===== config.mk =====
export PLATFORM = sky130hd
export DESIGN_NAME = fft_sequencer
export DESIGN_NICKNAME = d
export VERILOG_FILES = /design/src/rtl/fft_pkg.sv /design/src/rtl/fft_wb_delay.sv /design/src/rtl/fft_sequencer.sv
export SDC_FILE = /design/constraint.sdc
export NUM_CORES = 1
export LEC_CHECK = 0
export ABC_AREA = 1
export BUFFER_PORTS_ARGS = -buffer_cell sky130_fd_sc_hd__buf_2
export CORE_MARGIN = 5
export CORE_UTILIZATION = 50
export CTS_BUF_LIST = sky130_fd_sc_hd__clkbuf_8
export CTS_CLUSTER_DIAMETER = 150
export DETAILED_ROUTE_END_ITERATION = 10
export PLACE_DENSITY = 0.83
export SLEW_MARGIN = 20
export SYNTH_ARGS = -nofsm -noshare
export SYNTH_HDL_FRONTEND = slang
export SYNTH_SLANG_ARGS = --single-unit

===== constraint.sdc =====
create_clock -name clk -period 4.1 [get_ports clk]
set_input_delay 0.205 -clock clk [delete_from_list [all_inputs] [get_ports clk]]
set_output_delay 0.205 -clock clk [all_outputs]
set_load 0.01 [all_outputs]

===== src/rtl/fft_pkg.sv =====
// Shared sizing constants and sequencer state encoding for the 512-point FFT control path.
package fft_pkg;

  localparam int unsigned N_LOG2   = 9;
  localparam int unsigned N        = 1 << N_LOG2;
  localparam int unsigned N_BF     = N / 2;
  localparam int unsigned N_LEVELS = N_LOG2;

  typedef enum logic [2:0] {
    IDLE,
    LOAD,
    PROC,
    LVL_DRAIN,
    DONE
  } seq_state_t;

endpackage


===== src/rtl/fft_wb_delay.sv =====
// Write-back delay line: carries butterfly issue_valid forward by PIPE_LAT cycles.
module fft_wb_delay #(
  parameter int unsigned PIPE_LAT = 2
) (
  input  logic clk,
  input  logic reset,
  input  logic issue_valid,
  output logic wb_valid
);

  logic [PIPE_LAT-1:0] stage;

  // Shift register; reset flushes in-flight butterflies so no stray write follows an abort.
  always_ff @(posedge clk) begin
    if (reset) begin
      stage <= '0;
    end else begin
      stage[0] <= issue_valid;
      for (int i = 1; i < int'(PIPE_LAT); i++) begin
        stage[i] <= stage[i-1];
      end
    end
  end

  assign wb_valid = stage[PIPE_LAT-1];

endmodule


===== src/rtl/fft_sequencer.sv =====
// Frame sequencer for the FFT AGU: sample load, 9 butterfly levels with drain, result unload.
module fft_sequencer
  import fft_pkg::*;
#(
  parameter int unsigned PIPE_LAT = 2
) (
  input  logic              clk,
  input  logic              reset,
  input  logic              start,
  input  logic              sample_valid,
  output logic              sample_ready,
  input  logic              out_ready,
  output logic              out_valid,
  output logic              load,
  output logic              processing,
  output logic              done,
  output logic [N_LOG2-1:0] fft_level,
  output logic [N_LOG2-1:0] butterfly_iter,
  output logic [N_LOG2-1:0] load_address,
  output logic [N_LOG2-1:0] out_address,
  output logic              write_en,
  output logic              rd_bank,
  output logic              frame_done
);

  localparam int unsigned DRAIN_W = (PIPE_LAT > 1) ? $clog2(PIPE_LAT) : 1;

  localparam logic [N_LOG2-1:0]  LAST_IDX   = N_LOG2'(N - 1);
  localparam logic [N_LOG2-1:0]  LAST_BF    = N_LOG2'(N_BF - 1);
  localparam logic [N_LOG2-1:0]  LAST_LVL   = N_LOG2'(N_LEVELS - 1);
  localparam logic [DRAIN_W-1:0] LAST_DRAIN = DRAIN_W'(PIPE_LAT - 1);

  seq_state_t         state;
  logic [DRAIN_W-1:0] drain_cnt;
  logic               issue_valid;
  logic               wb_valid;
  logic               accept;
  logic               transfer;

  // Phase flags and handshakes decode directly from the state register.
  assign load         = (state == LOAD);
  assign processing   = (state == PROC) || (state == LVL_DRAIN);
  assign done         = (state == DONE);
  assign sample_ready = load;
  assign out_valid    = done;
  assign issue_valid  = (state == PROC);
  assign accept       = sample_valid & sample_ready;
  assign transfer     = out_valid & out_ready;
  assign write_en     = accept | wb_valid;
  assign rd_bank      = fft_level[0];
  assign frame_done   = transfer && (out_address == LAST_IDX);

  fft_wb_delay #(
    .PIPE_LAT (PIPE_LAT)
  ) u_wb_delay (
    .clk         (clk),
    .reset       (reset),
    .issue_valid (issue_valid),
    .wb_valid    (wb_valid)
  );

  // State machine and frame counters; terminal checks precede every increment so nothing wraps.
  always_ff @(posedge clk) begin
    if (reset) begin
      state          <= IDLE;
      fft_level      <= '0;
      butterfly_iter <= '0;
      load_address   <= '0;
      out_address    <= '0;
      drain_cnt      <= '0;
    end else begin
      unique case (state)
        IDLE: begin
          if (start) state <= LOAD;
        end
        LOAD: begin
          if (accept) begin
            if (load_address == LAST_IDX) begin
              load_address <= '0;
              state        <= PROC;
            end else begin
              load_address <= load_address + N_LOG2'(1);
            end
          end
        end
        PROC: begin
          if (butterfly_iter == LAST_BF) begin
            butterfly_iter <= '0;
            drain_cnt      <= '0;
            state          <= LVL_DRAIN;
          end else begin
            butterfly_iter <= butterfly_iter + N_LOG2'(1);
          end
        end
        LVL_DRAIN: begin
          // Hold off the next level until the last write-back of this one has landed.
          if (drain_cnt == LAST_DRAIN) begin
            drain_cnt <= '0;
            if (fft_level == LAST_LVL) begin
              state <= DONE;
            end else begin
              fft_level <= fft_level + N_LOG2'(1);
              state     <= PROC;
            end
          end else begin
            drain_cnt <= drain_cnt + DRAIN_W'(1);
          end
        end
        DONE: begin
          if (transfer) begin
            if (out_address == LAST_IDX) begin
              out_address <= '0;
              fft_level   <= '0;
              state       <= IDLE;
            end else begin
              out_address <= out_address + N_LOG2'(1);
            end
          end
        end
        default: state <= IDLE;
      endcase
    end
  end

endmodule

== After elaboration in Yosys (flattened, before gate mapping) ==
Index checks and enable logic that the tools add are counted.

* Input bits: 5
* Output and inout bits: 44
* Logic and storage cells: 61
* Flip-flop bits (word level): 42

* Add/subtract/negate cells: 5
* Mux-type cells: 20
* Eq/ne operators: 16
* Reduce and logical (&&, ||, !) cells: 10
* Bitwise operators: 3

{| class="wikitable"
|+ Operators with widths
! cell !! count
|-
| 9-bit two-way mux || 7
|-
| 9-bit by 1-bit adder with 9-bit output, second input constant || 4
|-
| 3-bit two-way mux || 8
|-
| 9-bit == test, second input constant || 2
|-
| 9-bit one-hot mux with 2 select lines || 1
|-
| 3-bit one-hot mux with 5 select lines || 1
|-
| 9-bit by 4-bit == test with 1-bit output, second input constant || 1
|-
| 9-bit by 8-bit == test with 1-bit output, second input constant || 1
|-
| 2-bit by 1-bit != test with 1-bit output, second input constant || 4
|-
| 2-bit != test, second input constant || 4
|-
| 7-bit AND reduction || 1
|-
| 3-bit by 2-bit == test with 1-bit output, second input constant || 2
|-
| 2-bit AND reduction || 3
|-
| 5-bit AND reduction || 1
|-
| 2-bit nonzero test || 2
|-
| 3-bit by 1-bit == test with 1-bit output, second input constant || 1
|-
| 3-bit == test, second input constant || 1
|-
| 3-bit zero test || 1
|-
| 1-bit AND || 2
|-
| 1-bit two-way mux || 2
|-
| 1-bit one-hot mux with 2 select lines || 1
|-
| 1-bit adder, second input constant || 1
|-
| 1-bit logical AND || 1
|-
| 1-bit logical OR || 1
|-
| 1-bit OR || 1
|}

== Logic depth before layout (Yosys ltp) ==
* Depth in word-level cells: 4
* Gate-level depth with buffers: 14
* Mapped depth without buffers: 14

== Modules after synthesis ==
From an unflattened synthesis, not the netlist that was laid out.

* Cell total of the unflattened synthesis: 346
* Area total of the unflattened synthesis: 2,418.6 um2

{| class="wikitable"
|+ Modules (own cells, without submodules)
! module !! cells each !! sequential area each (um2) !! area each (um2) !! times used
|-
| fft_sequencer || 340 || 800.8 || 2,363.5 || 1
|-
| fft_wb_delay || 6 || 40.0 || 55.1 || 1
|}

== Worst setup path after synthesis ==
No wires, ideal clock.

* Path kind: register to register
* Start: register out_address[1]
* End: register state[1]
* Period minus slack after synthesis: 1,837 ps
* Cell stages (with the launch flop): 12
* Setup time: 115 ps
* Data required time: 3,985 ps
* Path slack: 2,263 ps
* Data arrival time: 1,722 ps
* Buffers on the path: 0
* Cell sequence: dfxtp_1 -> ha_1 -> nand3_1 -> nor4_1 -> ha_1 -> nand2_1 -> nand3_2 -> nand2_2 -> nor2_2 -> nand2_1 -> nor2_1 -> nor2_1

* Word-level cells in the longest chain between the ends: 3

{| class="wikitable"
|+ RTL lines
! what !! RTL line !! text
|-
| start, declared || fft_sequencer.sv:20 || <nowiki>output logic [N_LOG2-1:0] out_address,</nowiki>
|-
| start signal, assigned || fft_sequencer.sv:116 || <nowiki>out_address <= out_address + N_LOG2'(1);</nowiki>
|-
| 9-bit == test || fft_sequencer.sv:111 || <nowiki>if (out_address == LAST_IDX) begin</nowiki>
|-
| 2-bit by 1-bit != test with 1-bit output (no source line) || n/a ||
|-
| 7-bit AND reduction (no source line) || n/a ||
|-
| end signal, assigned || fft_sequencer.sv:103 || <nowiki>state <= PROC;</nowiki>
|-
| end signal, assigned || fft_sequencer.sv:114 || <nowiki>state <= IDLE;</nowiki>
|-
| end signal, assigned || fft_sequencer.sv:120 || <nowiki>default: state <= IDLE;</nowiki>
|-
| end, declared || fft_sequencer.sv:33 || <nowiki>seq_state_t state;</nowiki>
|}

Every way passes these cells.
A chain may end at the register's enable or synchronous reset.

== Worst setup path after layout ==
* Start: register out_address[1]
* End: output port frame_done

* Word-level cells in the longest chain between the ends: 2

{| class="wikitable"
|+ RTL lines
! what !! RTL line !! text
|-
| 9-bit == test || fft_sequencer.sv:51 || <nowiki>assign frame_done = transfer && (out_address == LAST_IDX);</nowiki>
|-
| 1-bit logical AND || fft_sequencer.sv:51 ||
|-
| end, declared || fft_sequencer.sv:23 || <nowiki>output logic frame_done</nowiki>
|}

Every way passes these cells.

==> flow_metrics.env <==
export IMPL_status="completed"
export IMPL_power_density_mw_per_mm2=388
export IMPL_cp_max_fo=4
export IMPL_numCtsBuffers=5
export IMPL_avgSynthCellArea_um2=6.81
export IMPL_area_growth_pct=14.9
export IMPL_holdCritStartpoint="reset"
export IMPL_setup_viol=0
export IMPL_clkSinkCount=42
export IMPL_cap_violations=0
export IMPL_worstPathRequired_ns=3.89
export IMPL_maxSlewHeadroom_pct=69.3
export IMPL_htreeDepth=2
export IMPL_synth_edf_count=0
export IMPL_post_dp_hpwl_um=3940
export IMPL_post_route_drc_count=0
export IMPL_p_int_uw=712
export IMPL_crit_type="reg2out"
export IMPL_crit_start="out_address[1]$_SDFFE_PP0P_"
export IMPL_synthArstFlopShare_pct=0
export IMPL_grt_first_pass_wirelength_um=8730
export IMPL_ys_ff_latch=42
export IMPL_peakVddDrop_v=0.000310
export IMPL_finClkSkew_ns=0.00443
export IMPL_finalCritPeriodShare_pct=49.4
export IMPL_final_nets=410
export IMPL_antenna_found_initial=0
export IMPL_leakage_nw=1.26
export IMPL_core_area_mm2=0.00469
export IMPL_syn_area_mm2=0.00240
export IMPL_fmax_ghz=0.494
export IMPL_clk_latency_ns=0.29
export IMPL_switchingPower_uw=355
export IMPL_p_clk_share_pct=29.4
export IMPL_fillers=430
export IMPL_layout_area_seq_um2=841
export IMPL_clkTransAtPathRegs_ns=0.08
export IMPL_gp_congestion=0.933
export IMPL_grt_max_degree=20
export IMPL_multi_input_area_mm2=0.00131
export IMPL_dieWidth_um=79.2
export IMPL_post_cts_setup_buffers=0
export IMPL_reg2reg_from="out_address[1]$_SDFFE_PP0P_"
export IMPL_cp_arrival_ns=1.82
export IMPL_ioPinCount=49
export IMPL_drive_gt1_share_pct=22.1
export IMPL_cts_root_buf="clkbuf_8"
export IMPL_holdWs_ns=0.304
export IMPL_tightest_slew_ns=0.459
export IMPL_drt_initial_drc_count=140
export IMPL_seqPwrFrac_pct=45.0
export IMPL_avgRoutedWirePerCell_um=11.7
export IMPL_min_path_type="in2reg"
export IMPL_port_buffers=48
export IMPL_initial_core_util_pct=51.1
export IMPL_rsz0062_at_grt="no"
export IMPL_drt_first_pass_iters=4
export IMPL_vias=2307
export IMPL_hold_buffers=0
export IMPL_grt_pass1_vias=2038
export IMPL_synthFlopType="dfxtp_1"
export IMPL_p_comb_share_pct=25.6
export IMPL_yosysWarnings=0
export IMPL_slew_viol_final=0
export IMPL_tns_ns=0
export IMPL_cp_start_kind="flop"
export IMPL_via_per_inst=5.09
export IMPL_clk_path_buf_depth=2
export IMPL_sw_frac_of_total_pct=33.3
export IMPL_diodes=0
export IMPL_final_area_mm2=0.00275
export IMPL_syn_nets=364
export IMPL_syn_instance_count=352
export IMPL_min_period_ns=2.02
export IMPL_postRouteAntennaNets=0
export IMPL_cts_tree="done"
export IMPL_num_rows=25
export IMPL_grt_overflow=0
export IMPL_grt_usage_pct=17.3
export IMPL_cts_resized=0
export IMPL_end_kind="output pin"
export IMPL_hold_viol=0
export IMPL_yosysSeqAreaShare_pct=35.1
export IMPL_die_y_um=79.2
export IMPL_die_area_mm2=0.00628
export IMPL_place_area_mm2=0.00265
export IMPL_ys_types=38
export IMPL_finalWirelength_um=5300
-- synth_stat cells (3+ instances only) --
cell     instances  area share [%]
dfxtp_1         42              35
nor2_1          46             7.2
inv_2            5            0.78
xor2_1           4             1.5
inv_1           43             6.7
o21ai_1          3            0.63
nor3_1           9             1.9
xnor2_1          3             1.1
nand2_2          8             2.1
nand2_1         85              13
nand4_1          4             1.0
a21oi_1         23             4.8
ha_1             7             3.7
buf_2            4            0.84
buf_4            3            0.94
o21ai_0          6             1.3
nand3_1         25             5.2
nor2_2           6             1.6
-- layout by cell type (no fill, tap or decap) --
master / synthesis / routed
nor2_1: 46 / 46
dfxtp_1: 42 / 42
nor2_4: 1 / 1
a211oi_1: 2 / 2
o21ai_1: 3 / 3
bufinv_16: 0 / 1
buf_2: 4 / 48
a21oi_1: 23 / 23
nand3_1: 25 / 25
or2_2: 1 / 1
o21ai_0: 6 / 6
inv_2: 5 / 5
o21ai_2: 2 / 2
nor3b_1: 1 / 1
clkbuf_8: 0 / 5
and3_1: 1 / 1
nand2_4: 2 / 2
nand3_2: 2 / 2
nor3_4: 1 / 1
xor2_1: 4 / 4
xnor2_1: 3 / 3
nor3_1: 9 / 9
nor3_2: 2 / 2
ha_1: 7 / 7
nand4_1: 4 / 4
nand2_2: 8 / 8
nor2_2: 6 / 6
nor3b_2: 1 / 1
nor2_8: 1 / 1
nand2_1: 85 / 85
o21ai_4: 1 / 1
inv_1: 43 / 45
o21bai_1: 1 / 1
o211ai_1: 1 / 1
inv_4: 1 / 1
nand3b_1: 2 / 2
nor4_1: 1 / 1
-- logic make-up (layout without fill, tap and decap cells) --
group | count (synthesis) | count (layout) | synth area share, %
AND/OR/NAND/NOR | 199 | 199 | 39.2
AO/OA/AOI/OAI | 39 | 39 | 9.35
adder cells (fa/ha/maj) | 7 | 7 | 3.66
buffers and inverters | 58 | 105 | 10.2
flip-flops | 42 | 42 | 35.1
XOR/XNOR | 7 | 7 | 2.56
-- power by group through the flow --
stage	clock network [mW]	registers, mW	logic (mW)
global placement	0	0.488	0.268
finish	0.314	0.480	0.273
global route	0.343	0.485	0.312
floorplan	0	0.479	0.226
detailed placement	0	0.488	0.274
CTS	0.324	0.480	0.277
-- registers in the layout (all words and copies together), names as in the netlist --
register          cells
butterfly_iter        9
drain_cnt             1
fft_level             9
load_address          9
out_address           9
state                 3
u_wb_delay.stage      2
-- critical path, stage by stage, from the launching register on --
cell and delay, ns:
dfxtp_1 0.38, ha_1 0.20, nand3_1 0.10, nor4_1 0.23
ha_1 0.23, nand2_1 0.11, nor2_1 0.13, buf_2 0.15
-- layer usage --
layer  routed length [µm]  share of wire (%)  GRT usage [%]  up-vias
li1                     -                  -              -     1203
met1                 2400                 45           20.4     1046
met2                 2540                 48           29.6       49
met3                  278                5.2           4.20        9
met4                   85                1.6           7.56        0
met5                    0                  0              0        -
-- final timing paths --
path,to,slack [ns],cells past startpoint
min reg2reg,u_wb_delay.stage[1]$_SDFF_PP0_,0.41,2
max reg2reg,state[0]$_SDFFE_PP0P_,2.09,12
max,frame_done,2.08,7
min,u_wb_delay.stage[1]$_SDFF_PP0_,0.30,2
-- metrics by stage --
step	cells	util [%]	worst slack, ns	power (mW)
after floorplan	352	-	2.26	0.705
after global routing	453	58.7	1.83	1.14
after detailed placement	445	56.4	2.11	0.762
after global placement	445	56.4	2.23	0.756
final	453	58.7	2.08	1.07
after CTS	453	58.7	2.07	1.08
-- area by class of cell --
class | count | share of cell area (%)
multi-input cells | 252 | 47.6
flip-flops and latches | 42 | 30.5
well taps | 54 | 2.45
clock inverters | 3 | 1.36
repair buffers | 48 | 8.73
clock buffers | 5 | 2.50
inverters | 49 | 6.77
Note: power is estimated with default switching activity, not from simulation.
